<file path="config.mk">
export PLATFORM = sky130hd
export DESIGN_NAME = gen_clk_div
export DESIGN_NICKNAME = d
export VERILOG_FILES = /design/src/rtl/gen_clk_div.sv
export SDC_FILE = /design/constraint.sdc
export NUM_CORES = 1
export LEC_CHECK = 0
export BUFFER_PORTS_ARGS = -buffer_cell sky130_fd_sc_hd__buf_2
export CAP_MARGIN = 20
export CORE_MARGIN = 10
export CORE_UTILIZATION = 52
export CTS_BUF_LIST = sky130_fd_sc_hd__clkbuf_16
export CTS_CLUSTER_SIZE = 8
export DETAILED_ROUTE_END_ITERATION = 12
export HOLD_SLACK_MARGIN = 0.12
export PLACE_DENSITY_LB_ADDON = 0.2
export RECOVER_POWER = 25
export SLEW_MARGIN = 10
export SYNTH_ARGS = -nofsm -noshare
export SYNTH_HDL_FRONTEND = slang
export SYNTH_SLANG_ARGS = --single-unit
</file>
<file path="constraint.sdc">
create_clock -name clk_8f -period 2.2 [get_ports clk_8f]
set_input_delay 0.44 -clock clk_8f [delete_from_list [all_inputs] [get_ports clk_8f]]
set_output_delay 0.44 -clock clk_8f [all_outputs]
set_load 0.01 [all_outputs]
</file>
<file path="src/rtl/gen_clk_div.sv">
// rtl/gen_clk_div.sv - power-of-two clock divider with per-channel glitch-free select commit
//
// Optional feature macro: GEN_CLK_STROBE_EN (adds the stb rising-edge strobe output).
//
// One shared free-running counter feeds every channel; a channel dividing by
// 2^s simply taps counter bit s-1. Selects are only committed on the counter
// wrap, where every legal tap is 0, so a ratio change can never produce a runt.
module gen_clk_div #(
   parameter int                        CNT_W   = 3,
   parameter int                        NUM_CH  = 2,
   parameter int                        SEL_W   = 3,
   parameter logic [NUM_CH*SEL_W-1:0]   DEF_SEL = {3'd3, 3'd2}
) (
   input  logic                         clk_8f,
   input  logic                         rst,
   input  logic                         enb,
   input  logic [NUM_CH*SEL_W-1:0]      div_sel,
   output logic [NUM_CH-1:0]            clk_out,
   output logic                         locked,
   output logic                         sel_err
`ifdef GEN_CLK_STROBE_EN
   ,
   output logic [NUM_CH-1:0]            stb
`endif
);

   logic [CNT_W-1:0]          cnt;
   logic [CNT_W-1:0]          cnt_nxt;
   logic [NUM_CH*SEL_W-1:0]   act_sel;
   logic [NUM_CH*SEL_W-1:0]   act_sel_nxt;
   logic                      wrap;
   logic [NUM_CH-1:0]         clk_nxt;
   logic                      err_nxt;

   // A select is usable only if it names an existing counter bit (1..CNT_W).
   function automatic logic sel_legal(input logic [SEL_W-1:0] s);
      return (s != '0) && (int'(s) <= CNT_W);
   endfunction

   // Counter bit s-1 for a legal select, 0 otherwise (illegal channels park low).
   function automatic logic sel_tap(input logic [SEL_W-1:0] s,
                                    input logic [CNT_W-1:0] c);
      logic t;
      t = 1'b0;
      for (int b = 0; b < CNT_W; b++) begin
         if (int'(s) == b + 1) begin
            t = c[b];
         end
      end
      return t;
   endfunction

   // True when any channel field of a packed select vector is illegal.
   function automatic logic any_illegal(input logic [NUM_CH*SEL_W-1:0] v);
      logic e;
      e = 1'b0;
      for (int ch = 0; ch < NUM_CH; ch++) begin
         if (!sel_legal(v[ch*SEL_W +: SEL_W])) begin
            e = 1'b1;
         end
      end
      return e;
   endfunction

   // Next counter / committed select / output values as seen after an enabled edge.
   always_comb begin
      wrap        = enb && (cnt == '1);
      cnt_nxt     = cnt + CNT_W'(1);
      act_sel_nxt = wrap ? div_sel : act_sel;
      clk_nxt     = '0;
      for (int ch = 0; ch < NUM_CH; ch++) begin
         clk_nxt[ch] = sel_tap(act_sel_nxt[ch*SEL_W +: SEL_W], cnt_nxt);
      end
      err_nxt     = any_illegal(act_sel_nxt);
   end

   // Counter, committed selects and registered outputs; enb low freezes everything.
   always_ff @(posedge clk_8f) begin
      if (!rst) begin
         cnt     <= '0;
         act_sel <= DEF_SEL;
         clk_out <= '0;
         locked  <= 1'b0;
         sel_err <= any_illegal(DEF_SEL);
      end else if (enb) begin
         cnt     <= cnt_nxt;
         act_sel <= act_sel_nxt;
         clk_out <= clk_nxt;
         sel_err <= err_nxt;
         if (wrap) begin
            locked <= 1'b1;
         end
      end
   end

`ifdef GEN_CLK_STROBE_EN
   // One-cycle pulse on the edge where a channel output goes 0 to 1.
   always_ff @(posedge clk_8f) begin
      if (!rst) begin
         stb <= '0;
      end else if (enb) begin
         stb <= clk_nxt & ~clk_out;
      end else begin
         stb <= '0;
      end
   end
`endif

endmodule

</file>
==> results by group <==
Outcome
  • Outcome: finished, final reports clean

Clock tree
  • CTS Hold Bufs: 0
  • Reg clk slew, reported paths: 0.04 ns
  • Post-CTS Repair Setup Buffers: 0
  • Inserted Clock Buffers: 3
  • CTS tree: done
  • Clk root buf: clkbuf_16
  • Worst-case clock buffer depth: 2
  • Latest clock arrival within the worst-skew pair: 0.24 ns
  • Sink Count: 13
  • CTS resizes: 0
  • CTS HTree Levels: 1

Place
  • Place WS: 0.2478 ns
  • HPWL after detailed placement: 1120 um
  • Inst Count DP: 103
  • Routability cong.: 0.8237
  • Port Buffers: 12

Power
  • Overall Power: 639.4 uW
  • Peak VDD IR: 0.5096 mV
  • Cell Pwr Density: 775.4 mW/mm^2
  • Leakage: 0.0003387 uW

STA
  • Final TNS setup: 0 ns
  • Period utilization: 0.9021
  • Max-slew headroom: 0.6371
  • PnR worst setup slack: 0.2153 ns
  • Least-Margin Pin Slew: 0.5444 ns
  • Setup violators final: 0
  • Final Critical Period: 1.985 ns
  • RSZ-0062 raised after global routing: false
  • Slew Viols, Final: 0
  • Max Fclk: 0.5039 GHz
  • Clk_skew: 0.001342 ns
  • Final Hold Fails: 0

Route
  • Via count: 600
  • Post-route ant nets: 0
  • DRT iter0 DRCs: 10
  • DRT Pass-1 Iters: 4
  • DRT Wirelength: 1476 um
  • Routed len/inst: 13.79 um
  • Vias/cell: 5.607
  • # DRC: 0

Logic synthesis
  • Dominant cells by area after synthesis: dfxtp_1, nand2_1, mux2i_1, ha_1, nand3b_1
  • Syn_area_per_cell: 8.758 um^2
  • Post-synth top area share: 0.3714
  • Top_reg_cell synth: dfxtp_1
  • Post-synthesis sequential area ratio: 0.3714
  • Library cells used by synthesis: 33
  • Syn_nets: 91
  • Syn Inst Count: 80
  • #FFs+latches synth: 13
  • EDFF count, synth: 0
  • Yosys top cell by area: dfxtp_1
  • Yosys warns: 0
  • Synth Cell Area: 700.7 um^2
  • Asr flop ratio synth: 0

Layout
  • Final Net Count: 104
  • Share of cells above drive strength 1: 0.1522
  • ANT cells: 0
  • Fin cells: 107
  • Area delta synth->final: 17.68%

GRT
  • Vias in the first global route: 620
  • GRT Total Usage: 0.09554
  • Largest net degree at the start of global routing: 14
  • Gr ovfl total: 0
  • Global-route wire length before repair: 2532 um
  • Initial antenna violation count: 0

Setup path
  • Critical Path Fanout Max: 11
  • Worst Setup End Kind: flop
  • Worst Path Arrival: 2.11 ns
  • Cell chain of the critical path: ha_1 > ha_1 > and2_1 > o21ai_0 > o41ai_1 > nor2_1
  • Most frequent CP cell: ha_1
  • R2r setup slk: 0.22 ns
  • Critical path's slowest cell: dfxtp_1
  • Setup CP Type: reg2reg
  • CP required: 2.32 ns
  • Slowest Stage Delay on Critical Path: 0.43 ns
  • Worst setup SP type: flop

Floorplanning
  • I/O pin count: 13
  • Die extent in y: 56.71 um
  • Die Width: 56.71 um
  • Die area: 0.003215 mm^2
  • Core ar.: 0.001285 mm^2
  • Starting Density: 0.5453
  • # rows: 13

Flow run
  • Total of max-cap violations: 0

Worst hold path
  • HP Class: in2reg
stage by stage:
stage	hold WS (ns)	cell area, um^2	util
after floorplan	0.4561	700.7	-
after global placement	0.4476	749.5	0.5833
final	0.4622	824.5	0.6417
after global routing	0.4834	824.5	0.6417
after CTS	0.4652	828.3	0.6446
after detailed placement	0.4608	749.5	0.5833
cell type report:
class / instances / area (um^2)
repair buffers: 12 / 56.30
well taps: 15 / 18.77
flip-flops and latches: 13 / 260.3
clock buffers: 3 / 75.07
multi-input cells: 62 / 406.6
fillers: 119 / 460.4
clock inverters: 1 / 3.754
inverters: 1 / 3.754
path summary, 6_finish.rpt:
path / from / endpoint / depth (start not counted)
worst min register to register: locked / locked / 1
worst max register to register: cnt[0] / sel_err / 6
worst max-delay path: cnt[0] / sel_err / 6
worst min-delay path: div_sel[3] / act_sel[3] / 3
registers in the layout, summed over array words and instances, names as in the netlist:
name     cells
locked       1
cnt          3
clk_out      2
act_sel      6
sel_err      1
kinds of logic (layout without fill, tap and decap cells):
family | count (synthesis) | in the layout | synth area share
flip-flops | 13 | 13 | 0.3714
multiplexers | 3 | 3 | 0.04286
buffers and inverters | 5 | 17 | 0.04820
adder cells (fa/ha/maj) | 2 | 2 | 0.03571
AND/OR/NAND/NOR | 37 | 37 | 0.2786
AO/OA/AOI/OAI | 19 | 19 | 0.2107
XOR/XNOR | 1 | 1 | 0.01250
power by group:
part           leakage (uW)  switching (uW)  internal, uW
clock network     0.0000423            97.8           239
registers          0.000106            5.81           243
logic              0.000191            28.1          24.9
total              0.000339             132           508
layout by cell type, fill, tap and decap left out, drive strengths merged, types with 2 or more instances in the layout:
cell type	count
nand3	4
dfxtp	13
a211oi	2
ha	2
nand3b	3
nor2b	3
a21boi	3
inv	2
o211ai	2
o21ai	4
clkbuf	6
nor4b	2
and2	3
mux2i	3
nor2	4
buf	9
nand2	15
synthesized netlist by cell type (2+ instances only):
library cell  instances
nand2_1              15
dfxtp_1              13
nand3_1               4
nor2_1                4
o21ai_0               4
and2_1                3
mux2i_1               3
nand3b_1              3
nor2b_1               3
a21boi_0              2
buf_4                 2
ha_1                  2
nor4b_1               2
layer usage:
layer  vias up  wire (um)  global-route usage
li1        313          -                   -
met3         5         57             0.02921
met5         -          0                   0
met1       272        660             0.09383
met4         0         40             0.06186
met2        10        717              0.1677
critical path, delay by kind of cell, from the launching register on:
family                     cells  cell delay [ns]
AOI/OAI and AO/OA              2             0.43
adders and majority gates      2             0.55
DFF                            1             0.43
and+or+nand+nor                2             0.45
Note: power is estimated with default switching activity, not from simulation.
